[src/rtl/roe_sequencer_pkg.sv]
// Shared definitions for the R.O.E fetch/execute sequencer.
//   op_code_t   : major opcode held in ir[8:6]
//   func_code_t : sub-function held in ir[5:4] when the opcode is OP_HARD
//   seq_state_t : sequencer states
//   HALT_INSTR_DEFAULT : encoding that stops the core
package roe_sequencer_pkg;

   typedef enum logic [2:0] {
      OP_REG   = 3'd0,
      OP_ARITH = 3'd1,
      OP_SHIFT = 3'd2,
      OP_HARD  = 3'd3,
      OP_SLT   = 3'd4,
      OP_XOR   = 3'd5,
      OP_AND   = 3'd6,
      OP_OR    = 3'd7
   } op_code_t;

   typedef enum logic [1:0] {
      FN_REDEF  = 2'd0,
      FN_LW     = 2'd1,
      FN_SW     = 2'd2,
      FN_BRANCH = 2'd3
   } func_code_t;

   typedef enum logic [2:0] {
      IDLE  = 3'd0,
      FETCH = 3'd1,
      EXEC  = 3'd2,
      MEM   = 3'd3,
      WB    = 3'd4,
      HALT  = 3'd5
   } seq_state_t;

   localparam logic [8:0] HALT_INSTR_DEFAULT = 9'h1FF;

endpackage

[src/rtl/roe_sequencer.sv]
// Multi-cycle fetch/execute sequencer for the R.O.E core.
// Fetches an instruction over the imem req/valid handshake into IR, then steps
// it through EXEC / MEM / WB, producing the PC, register-file and data-memory
// strobes. The strobes are combinational decodes of state, IR and inputs;
// state, IR, the dmem timeout counter, the retired counter and fault are
// registered.
// Ports:
//   clk, reset        clock (rising edge) and asynchronous active-high reset
//   start             leave IDLE and begin fetching
//   instr, imem_valid instruction read data and its valid strobe
//   dmem_ack          data-memory access complete
//   branch_taken      branch condition, sampled in EXEC
//   imem_req          instruction fetch request
//   ir                held instruction register (feeds the control decoder)
//   pc_inc, pc_load   PC increment / PC load-branch-target strobes
//   dmem_req, dmem_we data-memory request and store select
//   rf_we             register-file write strobe
//   busy, halted      running / stopped status
//   fault             sticky dmem timeout flag
//   retired           saturating count of completed instructions
module roe_sequencer
   import roe_sequencer_pkg::*;
#(
   parameter int unsigned CNT_W       = 16,
   parameter int unsigned MEM_TIMEOUT = 15,
   parameter logic [8:0]  HALT_INSTR  = HALT_INSTR_DEFAULT
) (
   input  logic             clk,
   input  logic             reset,
   input  logic             start,
   input  logic [8:0]       instr,
   input  logic             imem_valid,
   input  logic             dmem_ack,
   input  logic             branch_taken,
   output logic             imem_req,
   output logic [8:0]       ir,
   output logic             pc_inc,
   output logic             pc_load,
   output logic             dmem_req,
   output logic             dmem_we,
   output logic             rf_we,
   output logic             busy,
   output logic             halted,
   output logic             fault,
   output logic [CNT_W-1:0] retired
);

   // The timeout counter only has to reach MEM_TIMEOUT-1.
   localparam int unsigned     TMO_W    = (MEM_TIMEOUT > 1) ? $clog2(MEM_TIMEOUT) : 1;
   localparam logic [TMO_W-1:0] TMO_LAST = TMO_W'(MEM_TIMEOUT - 1);

   seq_state_t       state;
   seq_state_t       state_nxt;
   logic [TMO_W-1:0] tmo;
   logic             retire;
   logic             fault_set;
   logic             tmo_clear;
   logic             tmo_inc;

   op_code_t   op;
   func_code_t fun2;
   logic       is_halt;
   logic       is_lw;
   logic       is_sw;
   logic       is_branch;

   assign op        = op_code_t'(ir[8:6]);
   assign fun2      = func_code_t'(ir[5:4]);
   assign is_halt   = (ir == HALT_INSTR);
   assign is_lw     = (op == OP_HARD) && (fun2 == FN_LW);
   assign is_sw     = (op == OP_HARD) && (fun2 == FN_SW);
   assign is_branch = (op == OP_HARD) && (fun2 == FN_BRANCH);

   assign busy   = (state != IDLE) && (state != HALT);
   assign halted = (state == HALT);

   always_comb begin
      state_nxt = state;
      imem_req  = 1'b0;
      pc_inc    = 1'b0;
      pc_load   = 1'b0;
      dmem_req  = 1'b0;
      dmem_we   = 1'b0;
      rf_we     = 1'b0;
      retire    = 1'b0;
      fault_set = 1'b0;
      tmo_clear = 1'b0;
      tmo_inc   = 1'b0;
      case (state)
         IDLE: begin
            if (start) state_nxt = FETCH;
         end
         FETCH: begin
            imem_req = 1'b1;
            if (imem_valid) state_nxt = EXEC;
         end
         EXEC: begin
            // The halt encoding is checked before any opcode decode.
            if (is_halt) begin
               state_nxt = HALT;
            end else if (is_lw || is_sw) begin
               tmo_clear = 1'b1;
               state_nxt = MEM;
            end else if (is_branch) begin
               pc_load   = branch_taken;
               pc_inc    = ~branch_taken;
               retire    = 1'b1;
               state_nxt = FETCH;
            end else begin
               state_nxt = WB;
            end
         end
         MEM: begin
            dmem_req = 1'b1;
            dmem_we  = is_sw;
            // An ack arriving on the last allowed cycle still completes the access.
            if (dmem_ack) begin
               if (is_sw) begin
                  pc_inc    = 1'b1;
                  retire    = 1'b1;
                  state_nxt = FETCH;
               end else begin
                  state_nxt = WB;
               end
            end else if (tmo == TMO_LAST) begin
               fault_set = 1'b1;
               state_nxt = HALT;
            end else begin
               tmo_inc = 1'b1;
            end
         end
         WB: begin
            rf_we     = 1'b1;
            pc_inc    = 1'b1;
            retire    = 1'b1;
            state_nxt = FETCH;
         end
         HALT: begin
            state_nxt = HALT;
         end
         default: begin
            state_nxt = IDLE;
         end
      endcase
   end

   always_ff @(posedge clk or posedge reset) begin
      if (reset) begin
         state   <= IDLE;
         ir      <= '0;
         tmo     <= '0;
         fault   <= 1'b0;
         retired <= '0;
      end else begin
         state <= state_nxt;
         if ((state == FETCH) && imem_valid) ir <= instr;
         if (tmo_clear)    tmo <= '0;
         else if (tmo_inc) tmo <= tmo + TMO_W'(1);
         if (fault_set) fault <= 1'b1;
         // Saturate rather than wrap once the counter is all-ones.
         if (retire && (retired != {CNT_W{1'b1}})) retired <= retired + CNT_W'(1);
      end
   end

endmodule

[config.mk]
export PLATFORM = sky130hd
export DESIGN_NAME = roe_sequencer
export DESIGN_NICKNAME = d
export VERILOG_FILES = /design/src/rtl/roe_sequencer_pkg.sv /design/src/rtl/roe_sequencer.sv
export SDC_FILE = /design/constraint.sdc
export NUM_CORES = 1
export LEC_CHECK = 0
export BUFFER_PORTS_ARGS = -buffer_cell sky130_fd_sc_hd__buf_2
export CAP_MARGIN = 30
export CORE_MARGIN = 2
export CORE_UTILIZATION = 40
export CTS_CLUSTER_DIAMETER = 100
export CTS_CLUSTER_SIZE = 16
export DETAILED_ROUTE_END_ITERATION = 10
export GPL_TIMING_DRIVEN = 0
export MAX_ROUTING_LAYER = met4
export PLACE_DENSITY = 0.63
export SYNTH_ARGS = -nofsm -noshare
export SYNTH_HDL_FRONTEND = slang
export SYNTH_SLANG_ARGS = --single-unit
[constraint.sdc]
create_clock -name clk -period 3.1 [get_ports clk]
set_input_delay 0.31 -clock clk [delete_from_list [all_inputs] [get_ports clk]]
set_output_delay 0.31 -clock clk [all_outputs]
set_load 0.02 [all_outputs]
; After elaboration in Yosys (flattened, before gate mapping)
; Index checks and enable logic that the tools add are counted.
[totals]
output_inout_bits = 34
inputBits = 15
reg_bits = 33
elab_cells = 73
[classes]
n_eq_ne = 16
addsub = 2
bitwise = 1
reduce_logical = 11
n_mux = 38
[op_table]
columns = operator, count
row1 = 1-bit 2-to-1 mux, 25
row2 = 3-bit 2-to-1 mux, 8
row3 = 3-bit one-hot mux with 6 select lines, 1
row4 = 16-bit by 1-bit adder with 16-bit output (second input constant), 1
row5 = 16-bit inequality test (second input constant), 1
row6 = 3-bit by 2-bit == test with 1-bit output (second input constant), 3
row7 = 9-bit == test (second input constant), 1
row8 = 4-bit 2-to-1 mux, 2
row9 = 3-bit == test (second input constant), 2
row10 = 1-bit logical AND, 6
row11 = 3-bit inequality test (second input constant), 2
row12 = 1-bit one-hot mux with 3 select lines, 2
row13 = 4-bit by 1-bit adder with 4-bit output (second input constant), 1
row14 = 2-bit == test (second input constant), 2
row15 = 4-bit == test (second input constant), 1
row16 = 2-bit inequality test (second input constant), 2
row17 = 3-bit by 1-bit == test with 1-bit output (second input constant), 1
row18 = 3-bit logical NOT, 1
row19 = 3-bit AND reduction, 1
row20 = 3-bit nonzero test, 1
row21 = 2-bit by 1-bit == test with 1-bit output (second input constant), 1
row22 = 2-bit nonzero test, 1
row23 = 1-bit logical OR, 1
row24 = 1-bit NOT, 1

; Longest topological paths before layout
; Gate-level depths: netlist (run 1).
[depth]
word_depth = 7
depth_mapped = 7
depth_no_buf = 7

; Least setup slack after synthesis (run 1)
; Ideal clock, no wire load.
[synth_path]
path_type = register -> output
from = register ir[8]
to = output pc_inc
n_path_buf = 0
arrival_time_ns = 1.715
stages_incl_launch_ff = 6
required_ns = 2.790
slack_ns = 1.075
path_cell_list = dfrtp_1 -> nand2b_1 -> or3_1 -> nor2_1 -> a21oi_1 -> o21ai_0
[synth_between]
elab_chain_cells = 6
word_cells_on_any_way = 12
cone_classes = eq/ne: 2 / mux: 6 / reduce/logical: 4
[synth_lines]
columns = item, line_no
row1 = "start, declared", roe_sequencer.sv:36  ; output logic [8:0] ir,
row2 = "start signal, assigned", roe_sequencer.sv:156  ; if ((state == FETCH) && imem_valid) ir <= instr;
row3 = 3-bit by 2-bit == test with 1-bit output, "roe_sequencer.sv:70, roe_sequencer.sv:71, roe_sequencer.sv:72"
row4 = 1-bit logical AND (on tied branches), "roe_sequencer.sv:72, roe_sequencer.sv:70, roe_sequencer.sv:71"
row5 = 1-bit 2-to-1 mux / 1-bit logical OR (equally long branches), "roe_sequencer.sv:104, roe_sequencer.sv:101"
row6 = 1-bit 2-to-1 mux, roe_sequencer.sv:101  ; end else if (is_lw || is_sw) begin
row7 = 1-bit 2-to-1 mux, roe_sequencer.sv:99  ; if (is_halt) begin
row8 = 1-bit one-hot mux with 3 select lines (*), roe_sequencer.sv:89  ; case (state)
row9 = "end, declared", roe_sequencer.sv:37  ; output logic pc_inc,
; Every way passes the cells marked *; elsewhere a longest branch is shown, timed or not.

; Worst setup path after layout (run 1)
[layout_path]
from = register state[2]
to = output pc_inc
[layout_between]
elab_chain_cells = 2
word_cells_on_any_way = 4
cone_classes = eq/ne: 3 / mux: 1
[layout_lines]
columns = item, line_no
row1 = "start, declared", roe_sequencer.sv:52  ; seq_state_t state;
row2 = "start signal, assigned", roe_sequencer.sv:155  ; state <= state_nxt;
row3 = 3-bit == test / 3-bit by 2-bit == test with 1-bit output (equally long branches), roe_sequencer.sv:89
row4 = 1-bit one-hot mux with 3 select lines (*), roe_sequencer.sv:89
; Marks and branches as above.

==> results of run 1 <==
==> flip-flops by register name, summed over array words and instances, names as in the netlist <==
register  cells
fault         1
ir            9
retired      16
state         3
tmo           4
==> area by class of cell <==
| cell class | instances | area [um2] |
|---|---|---|
| inverter | 10 | 37.54 |
| timing repair buffer | 49 | 267.8 |
| multi-input combinational | 117 | 874.6 |
| sequential | 33 | 825.8 |
| tap | 52 | 65.06 |
| clock buffer | 8 | 80.08 |
| buffer | 4 | 28.78 |
| fill | 404 | 2115 |
==> kinds of logic after synthesis <==
family	share of synthesized area [%]
flip-flops	46.74
adder cells (fa/ha/maj)	2.125
multiplexers	6.941
buffers and inverters	3.753
XOR/XNOR	9.419
AND/OR/NAND/NOR	23.80
AO/OA/AOI/OAI	7.224
==> report_power, final <==
part	leakage, nW	internal (W)	switching (W)
Clock	0.0395	0.000159	0.000140
Combinational	0.584	0.000376	0.000541
Sequential	0.390	0.000578	0.000139
Total	1.01	0.00111	0.000820
==> through the flow <==
stage               hold slack [ns]  instance area [um2]  cells
floorplan                    0.4389                 1767    164
global placement             0.4419                 2072    264
detailed placement           0.3962                 2100    265
CTS                         0.09769                 2180    273
global route                 0.1307                 2180    273
finish                      0.08574                 2180    273
==> synthesized netlist by cell type, drive strengths merged, types with 4 or more instances <==
library cell,n
nor2,16
dfrtp,33
nand2b,5
nor4,4
nand3,7
inv,10
xor2,13
nand2,7
mux2,10
nand4,4
nor3,12
xnor2,6
a21oi,4
buf,4
==> worst max-delay path: stages, from the launching register on <==
cell and delay, ns:
dfrtp_1 0.44, nand2b_1 0.26, nor3_1 0.35, nand4b_1 0.18
o21ai_0 0.16, buf_2 0.18
==> path summary, 6_finish.rpt <==
path                                      start                      to  slack, ns  cells past startpoint
min reg2reg                   fault$_DFFE_PP0P_       fault$_DFFE_PP0P_       0.46                      1
max reg2reg                  tmo[0]$_DFFE_PP0P_      tmo[3]$_DFFE_PP0P_       1.09                      7
max in group asynchronous                 reset       ir[4]$_DFFE_PP0P_       2.50                      3
max                        state[2]$_DFFE_PP0P_                  pc_inc       0.94                      5
min in group clk                       instr[1]       ir[1]$_DFFE_PP0P_       0.27                      2
min                                       reset  retired[4]$_DFFE_PP0P_       0.09                      2
==> metal layers <==
| metal | GRT usage, % | up-vias | share of wire (%) |
|---|---|---|---|
| met5 | - | - | 0 |
| met4 | 3.846 | 0 | 0.35 |
| met3 | 5.195 | 2 | 5.7 |
| met1 | 20.64 | 659 | 47 |
| met2 | 23.48 | 41 | 47 |
| li1 | - | 685 | - |
==> cells in the final DEF, fill, tap and decap left out, types with 2 or more instances in the layout <==
cell	n
clkbuf_1	3
inv_1	9
nand3_1	7
nor3_1	10
o21ai_0	3
nand3b_1	2
mux2_2	9
dfrtp_1	33
nor4_2	3
a21o_1	2
nand4_1	4
nand2b_1	5
a21oi_1	4
clkbuf_8	5
nand2_1	7
buf_2	50
xnor2_1	6
ha_1	3
or3_1	2
xor2_1	13
nor2_1	15
==> qor.csv, run 1 <==
stage,metric,value,unit
timing,Slew Limit Fails,0,
placement,GP Congestion,0.8143,
synth,ranking of synthesized cells by area,"dfrtp_1 (47%), xor2_1 (6.4%), mux2_2 (5.7%)",
die,Placement Rows,24,
global_routing,pin count of the biggest net entering global routing,22,
synth,Syn. warnings,0,
timing,crit share post-route,69.62,%
synth,top cell type's share of synthesized area,46.74,%
routing,Vias,1387,
clocking,CTS hold repair buffers,0,
finish,# nets final,238,
routing,Avg WL per Cell,12.70,um
critical_path,Crit. End Element,output port,
routing,vias per inst,5.081,
timing,worst-margin pin slew,0.7730,ns
critical_path,largest fanout on the critical path,8,
global_routing,initial antenna violation count,0,
synth,register area share after synthesis,46.74,%
timing,f_max,463.4,MHz
timing,final setup TNS,0,ns
synth,share of synthesized registers carrying an async set or reset,100.0,%
synth,syn_area_per_cell,10.77,um2
pwr,leakage power total,1.013,nW
global_routing,grt ovf,0,
timing,Final Hold Viols,0,
placement,number of port buffers,48,
critical_path,startpoint class of the critical path,flip-flop,
finish,fin util,50.76,%
routing,remaining antenna violation count,0,
run_status,status,completed,
finish,area grow syn2layout,23.37,%
die,die outline height,70.46,um
placement,hpwl dp,2680,um
timing,clock skew,0.006520,ns
synth,Synth Instances,164,
clocking,Skew-Pair Late Insertion Delay,0.28,ns
job,Max-Cap Viols,0,
clocking,Worst-path clk slew,0.07,ns
die,Starting Density,41.14,%
clocking,post-CTS resize count,0,
clocking,Sinks on Clock Net,33,
timing,Final Setup Violations,0,
finish,number of diodes,0,
min_path,Hold Crit Class,in -> async,
synth,"EDFF count, synth",0,
clocking,TritonCTS Buffers,5,
global_routing,vias in the first global route,1366,
routing,DRC viols,0,
die,die width,70.46,um
pwr,"IR drop worst, VDD",0.4256,mV
placement,pre-CTS WS,1.067,ns
die,Die ar.,4965,um2
pwr,Total Power,0.001932,W
die,Core Region,4294,um2
timing,final worst slack,0.9418,ns
critical_path,kind of critical path,reg -> out,
global_routing,GRT Util Overall,15.69,%
pwr,total power per unit cell area,886.4,nW/um2
synth,synthesized area,1767,um2
timing,relative slew slack,48.07,%
clocking,post-CTS setup repair buffer count,0,
synth,Synth area leader,dfrtp_1,
clocking,clock root cell,clkbuf_8,
timing,"Min Clock Period, post-route",2.158,ns
synth,Synth Register Bits,33,
clocking,CTS Buffer Depth,2,
critical_path,Required @ worst endpoint,2.79,ns
clocking,CTS H-tree lvls,2,
die,boundary pin count,49,
timing,RSZ-0062 raised after global routing,false,
routing,1st-iter DRT viols,55,
synth,net count after synthesis,182,
finish,layout cell share with drive strength beyond 1,35.75,%
synth,Most used DFF post-synth,dfrtp_1,
routing,DRT Wirelength,3468,um
routing,Pre-antenna DRT Iters,4,
synth,Cell variety after synth,44,
clocking,CTS tree,done,
critical_path,crit path DAT,1.85,ns
global_routing,global-route wire length before repair,6044,um
Note: power is estimated with default switching activity, not from simulation.
==> run 2: changes to the inputs <==
==> constraint.sdc (replaced) <==
create_clock -name clk -period 2.2 [get_ports clk]
set_input_delay 0.22 -clock clk [delete_from_list [all_inputs] [get_ports clk]]
set_output_delay 0.22 -clock clk [all_outputs]
set_load 0.02 [all_outputs]
==> qor.csv, run 2 (synthesis results as in run 1) <==
stage,metric,value,unit
global_routing,global-route wire length before repair,6044,um
global_routing,grt ovf,0,
critical_path,r2r endpoint,retired[1]$_DFFE_PP0P_,
placement,number of port buffers,48,
routing,met3 wire len,213,um
critical_path,startpoint class of the critical path,flip-flop,
critical_path,CP Cell Sequence,"nand2b_1, nor3_2, nand4b_1, o21ai_0, buf_2",
global_routing,initial antenna violation count,0,
routing,Avg WL per Cell,12.71,um
clocking,Worst-path clk slew,0.07,ns
placement,Post-DP Area,2100,um2
critical_path,CP endpoint,pc_inc,
critical_path,Crit path max-delay family,simple AND/OR/NAND/NOR gates,
routing,Post-Route M1 WL,1626,um
critical_path,stages on the worst setup path,5,
routing,met2 WL,1617,um
finish,most frequent cells in the layout,"buf_2 (50), dfrtp_1 (33), nor2_1 (15)",
routing,Vias,1382,
finish,Top reg by flops,retired,
critical_path,Worst path slowest cell,dfrtp_1,
critical_path,"slowest stage delay, CP",0.44,ns
timing,relative slew slack,52.06,%
finish,area grow syn2layout,23.94,%
finish,"commonest non-fill, non-tap cell in the layout",buf_2,
run_status,failing checks,negative hold slack,
die,die width,70.46,um
placement,hpwl dp,2680,um
critical_path,r2r setup slk,0.26,ns
routing,Pre-antenna DRT Iters,4,
placement,placed cells,265,
routing,DRC viols,0,
critical_path,crit path DAT,1.76,ns
die,Starting Density,41.14,%
timing,Slew Limit Fails,0,
critical_path,Crit. End Element,output port,
critical_path,"Buf+Inv Stages, Crit Path",1,
clocking,CTS tree,done,
die,Core Region,4294,um2
finish,"Cell Count, Final, Fillers Out",273,
global_routing,pin count of the biggest net entering global routing,22,
global_routing,vias in the first global route,1366,
timing,"Min Clock Period, post-route",1.978,ns
critical_path,reg2reg start,retired[9]$_DFFE_PP0P_,
clocking,CTS H-tree lvls,2,
critical_path,kind of critical path,reg -> out,
timing,clock skew,0.006521,ns
min_path,Hold Crit Class,in -> async,
timing,crit share post-route,89.92,%
routing,top sig layer,met4,
finish,fill count,403,
run_status,status,"complete, but fails checks",
clocking,CTS Buffer Depth,2,
timing,hold slack,-0.004072,ns
routing,remaining antenna violation count,0,
pwr,leakage power total,1.016,nW
critical_path,Crit. Startpoint,state[2]$_DFFE_PP0P_,
clocking,Sinks on Clock Net,33,
die,Placement Rows,24,
die,boundary pin count,49,
finish,number of diodes,0,
timing,worst-margin pin slew,0.7152,ns
clocking,CTS hold repair buffers,0,
critical_path,Worst Reg-to-Reg Cells,5,
global_routing,GRT Util Overall,15.69,%
timing,final setup TNS,0,ns
finish,area of the multi-input gates,884.6,um2
finish,Top Registers,"retired (16), ir (9), tmo (4)",
clocking,clock root cell,clkbuf_8,
pwr,"IR drop worst, VDD",0.5997,mV
pwr,total power per unit cell area,1246,nW/um2
job,Max-Cap Viols,0,
clocking,Skew-Pair Late Insertion Delay,0.28,ns
die,Die ar.,4965,um2
critical_path,Required @ worst endpoint,1.98,ns
critical_path,largest fanout on the critical path,8,
finish,max reg flops,16,
finish,# nets final,238,
routing,1st-iter DRT viols,65,
routing,vias per inst,5.062,
timing,f_max,505.5,MHz
routing,DRT Wirelength,3470,um
timing,Final Hold Viols,12,
placement,GP Congestion,0.8143,
timing,Final Setup Violations,0,
finish,register area,825.8,um2
timing,RSZ-0062 raised after global routing,false,
finish,layout cell share with drive strength beyond 1,36.65,%
die,die outline height,70.46,um
finish,cell area after layout,2190,um2
clocking,TritonCTS Buffers,5,
run 2: repair_timing:
| item | 4_1_cts | 5_1_grt |
|---|---|---|
| resized for setup | 0 | 2 |
| setup endpoints to repair | 0 | 3 |
| buffers inserted | 0 | 0 |
run 2: area by class of cell:
| cell class | instances | share of cell area [%] |
|---|---|---|
| well taps | 52 | 2.971 |
| repair buffers | 49 | 12.23 |
| inverters | 10 | 1.714 |
| multi-input cells | 117 | 40.40 |
| flip-flops and latches | 33 | 37.71 |
| clock buffers | 8 | 3.657 |
| plain buffers | 4 | 1.314 |
run 2: how the worst min path moves through the flow:
| stage | startpoint | depth (start not counted) | slack (ns) | end |
|---|---|---|---|---|
| after floorplan | reset | 1 | 0.35 | fault$_DFFE_PP0P_ |
| after global placement | fault$_DFFE_PP0P_ | 1 | 0.44 | fault$_DFFE_PP0P_ |
| after detailed placement | reset | 2 | 0.31 | retired[9]$_DFFE_PP0P_ |
| after CTS | reset | 2 | 0.008 | retired[9]$_DFFE_PP0P_ |
| after global routing | reset | 2 | 0.04 | retired[14]$_DFFE_PP0P_ |
| final | reset | 2 | -0.004 | retired[4]$_DFFE_PP0P_ |
run 2: worst reg2reg max path, stage by stage (launching register included):
cell	delay (ns)
dfrtp_1	0.42
nand4_1	0.18
or3_4	0.45
nor3_4	0.30
nor2_1	0.13
mux2_1	0.33
run 2: metal layers:
metal | global-route usage (%) | up-vias
met5 | - | -
met4 | 3.846 | 0
met3 | 5.195 | 2
met2 | 23.48 | 43
met1 | 20.64 | 654
li1 | - | 683
run 2: per-stage QoR:
| stage | hold slack [ns] | utilization [%] | total power [W] | setup WS (ns) |
|---|---|---|---|---|
| detailed placement | 0.3062 | 48.89 | 0.002327 | 0.1670 |
| global route | 0.04069 | 50.99 | 0.002961 | 0.02560 |
| finish | -0.004072 | 50.99 | 0.002728 | 0.2218 |
| global placement | 0.4419 | 48.25 | 0.002306 | 0.1654 |
| floorplan | 0.3489 | - | 0.001951 | 0.2641 |
| CTS | 0.007692 | 50.76 | 0.002761 | 0.09758 |
run 2: power breakdown:
part           internal [W]  total, W  switching [W]
clock network      0.000224  0.000422       0.000197
logic              0.000530   0.00130       0.000767
registers          0.000814   0.00101       0.000196
total               0.00157   0.00273        0.00116
==> run 3: changes to the inputs <==
--- a/config.mk
+++ b/config.mk
@@ -15,6 +15,7 @@
 export GPL_TIMING_DRIVEN = 0
 export MAX_ROUTING_LAYER = met4
 export PLACE_DENSITY = 0.63
+export RECOVER_POWER = 50
 export SYNTH_ARGS = -nofsm -noshare
 export SYNTH_HDL_FRONTEND = slang
 export SYNTH_SLANG_ARGS = --single-unit
==> qor.csv, run 3 (synthesis results as in run 1) <==
stage,metric,value,unit
finish,most frequent cells in the layout,"buf_2 (33), dfrtp_1 (33), clkbuf_1 (21)",
routing,Avg WL per Cell,12.74,um
die,Starting Density,41.14,%
critical_path,reg2reg start,retired[0]$_DFFE_PP0P_,
routing,1st-iter DRT viols,64,
global_routing,grt ovf,0,
clocking,TritonCTS Buffers,5,
critical_path,Required @ worst endpoint,1.98,ns
run_status,status,"complete, but fails checks",
placement,GP Congestion,0.8143,
routing,vias per inst,5.088,
global_routing,vias in the first global route,1366,
die,die width,70.46,um
placement,hpwl dp,2680,um
placement,placed cells,265,
clocking,Worst-path clk slew,0.07,ns
timing,final setup TNS,0,ns
timing,Slew Limit Fails,0,
routing,remaining antenna violation count,0,
routing,DRC viols,0,
placement,number of port buffers,48,
clocking,CTS Buffer Depth,2,
pwr,"IR drop worst, VDD",0.5918,mV
routing,DRT Wirelength,3477,um
clocking,post-CTS setup repair buffer count,0,
timing,final worst slack,0.2216,ns
timing,"Min Clock Period, post-route",1.978,ns
timing,worst-margin pin slew,1.132,ns
timing,hold slack,-0.04675,ns
clocking,CTS H-tree lvls,2,
finish,number of diodes,0,
finish,fill count,413,
global_routing,GRT Util Overall,15.69,%
die,Core Region,4294,um2
timing,f_max,505.4,MHz
clocking,clock root cell,clkbuf_8,
finish,Top Registers,"retired (16), ir (9), tmo (4)",
routing,Vias,1389,
pwr,total power per unit cell area,1258,nW/um2
clocking,Skew-Pair Late Insertion Delay,0.28,ns
critical_path,kind of critical path,reg -> out,
placement,Post-DP Area,2100,um2
critical_path,Crit. End Element,output port,
run_status,failing checks,negative hold slack,
timing,relative slew slack,24.53,%
routing,Pre-antenna DRT Iters,4,
die,Die ar.,4965,um2
timing,crit share post-route,89.93,%
global_routing,initial antenna violation count,0,
die,boundary pin count,49,
global_routing,pin count of the biggest net entering global routing,22,
die,die outline height,70.46,um
finish,cell area after layout,2145,um2
finish,# nets final,238,
min_path,Hold Crit Class,in -> async,
finish,area grow syn2layout,21.39,%
pwr,leakage power total,0.9535,nW
critical_path,largest fanout on the critical path,8,
critical_path,crit path DAT,1.76,ns
clocking,CTS tree,done,
timing,RSZ-0062 raised after global routing,false,
job,Max-Cap Viols,0,
finish,max reg flops,16,
timing,clock skew,0.006182,ns
critical_path,startpoint class of the critical path,flip-flop,
placement,pre-CTS WS,0.1670,ns
finish,"Cell Count, Final, Fillers Out",273,
critical_path,Crit. Startpoint,state[2]$_DFFE_PP0P_,
die,Placement Rows,24,
finish,Top reg by flops,retired,
timing,Final Hold Viols,12,
timing,Final Setup Violations,0,
clocking,Sinks on Clock Net,33,
global_routing,global-route wire length before repair,6044,um
finish,layout cell share with drive strength beyond 1,28.51,%
-- run 3: cell count changes in the layout (fill, tap and decap cells not counted), sizes merged --
cell    delta
buf       -18
clkbuf    +18
-- run 3: per-layer routing --
metal | routed length, um | GRT usage (%) | up-vias
li1 | - | - | 684
met1 | 1650 | 20.64 | 662
met2 | 1628 | 23.48 | 41
met3 | 185 | 5.195 | 2
met4 | 12 | 3.846 | 0
met5 | 0 | - | -
-- run 3: layout make-up --
cell class	count	area, um2	share of cell area, %
multi-input cells	117	884.6	41.25
flip-flops and latches	33	825.8	38.51
repair buffers	49	222.7	10.39
clock buffers	8	80.08	3.734
well taps	52	65.06	3.034
inverters	10	37.54	1.750
plain buffers	4	28.78	1.342
-- run 3: what timing repair did --
action,in CTS,in global routing
resized for setup,0,2
endpoints found under the setup margin,0,3
hold buffers,0,0
-- run 3: final timing paths --
check	to	slack, ns	cells past startpoint
hold reg to reg	fault$_DFFE_PP0P_	0.47	1
setup / recovery	pc_inc	0.22	5
min in group clk	ir[1]$_DFFE_PP0P_	0.18	2
hold / removal	retired[4]$_DFFE_PP0P_	-0.05	2
max in group asynchronous	ir[4]$_DFFE_PP0P_	0.84	3
setup reg to reg	retired[1]$_DFFE_PP0P_	0.26	6
-- run 3: where the power goes --
group | internal, W | switching [W]
clock | 0.000224 | 0.000198
combinational | 0.000499 | 0.000766
sequential | 0.000814 | 0.000197
-- run 3: through the flow --
stage	util, %	power, W
after floorplan	-	0.001951
after global placement	48.25	0.002306
after detailed placement	48.89	0.002327
after global routing	49.94	0.002930
final	49.94	0.002698
after CTS	50.76	0.002761
-- run 3: worst max-delay path, stage by stage, from the launching register on --
cell and delay, ns:
dfrtp_1 0.44, nand2b_1 0.27, nor3_2 0.27, nand4b_1 0.16, o21ai_0 0.16, buf_2 0.18
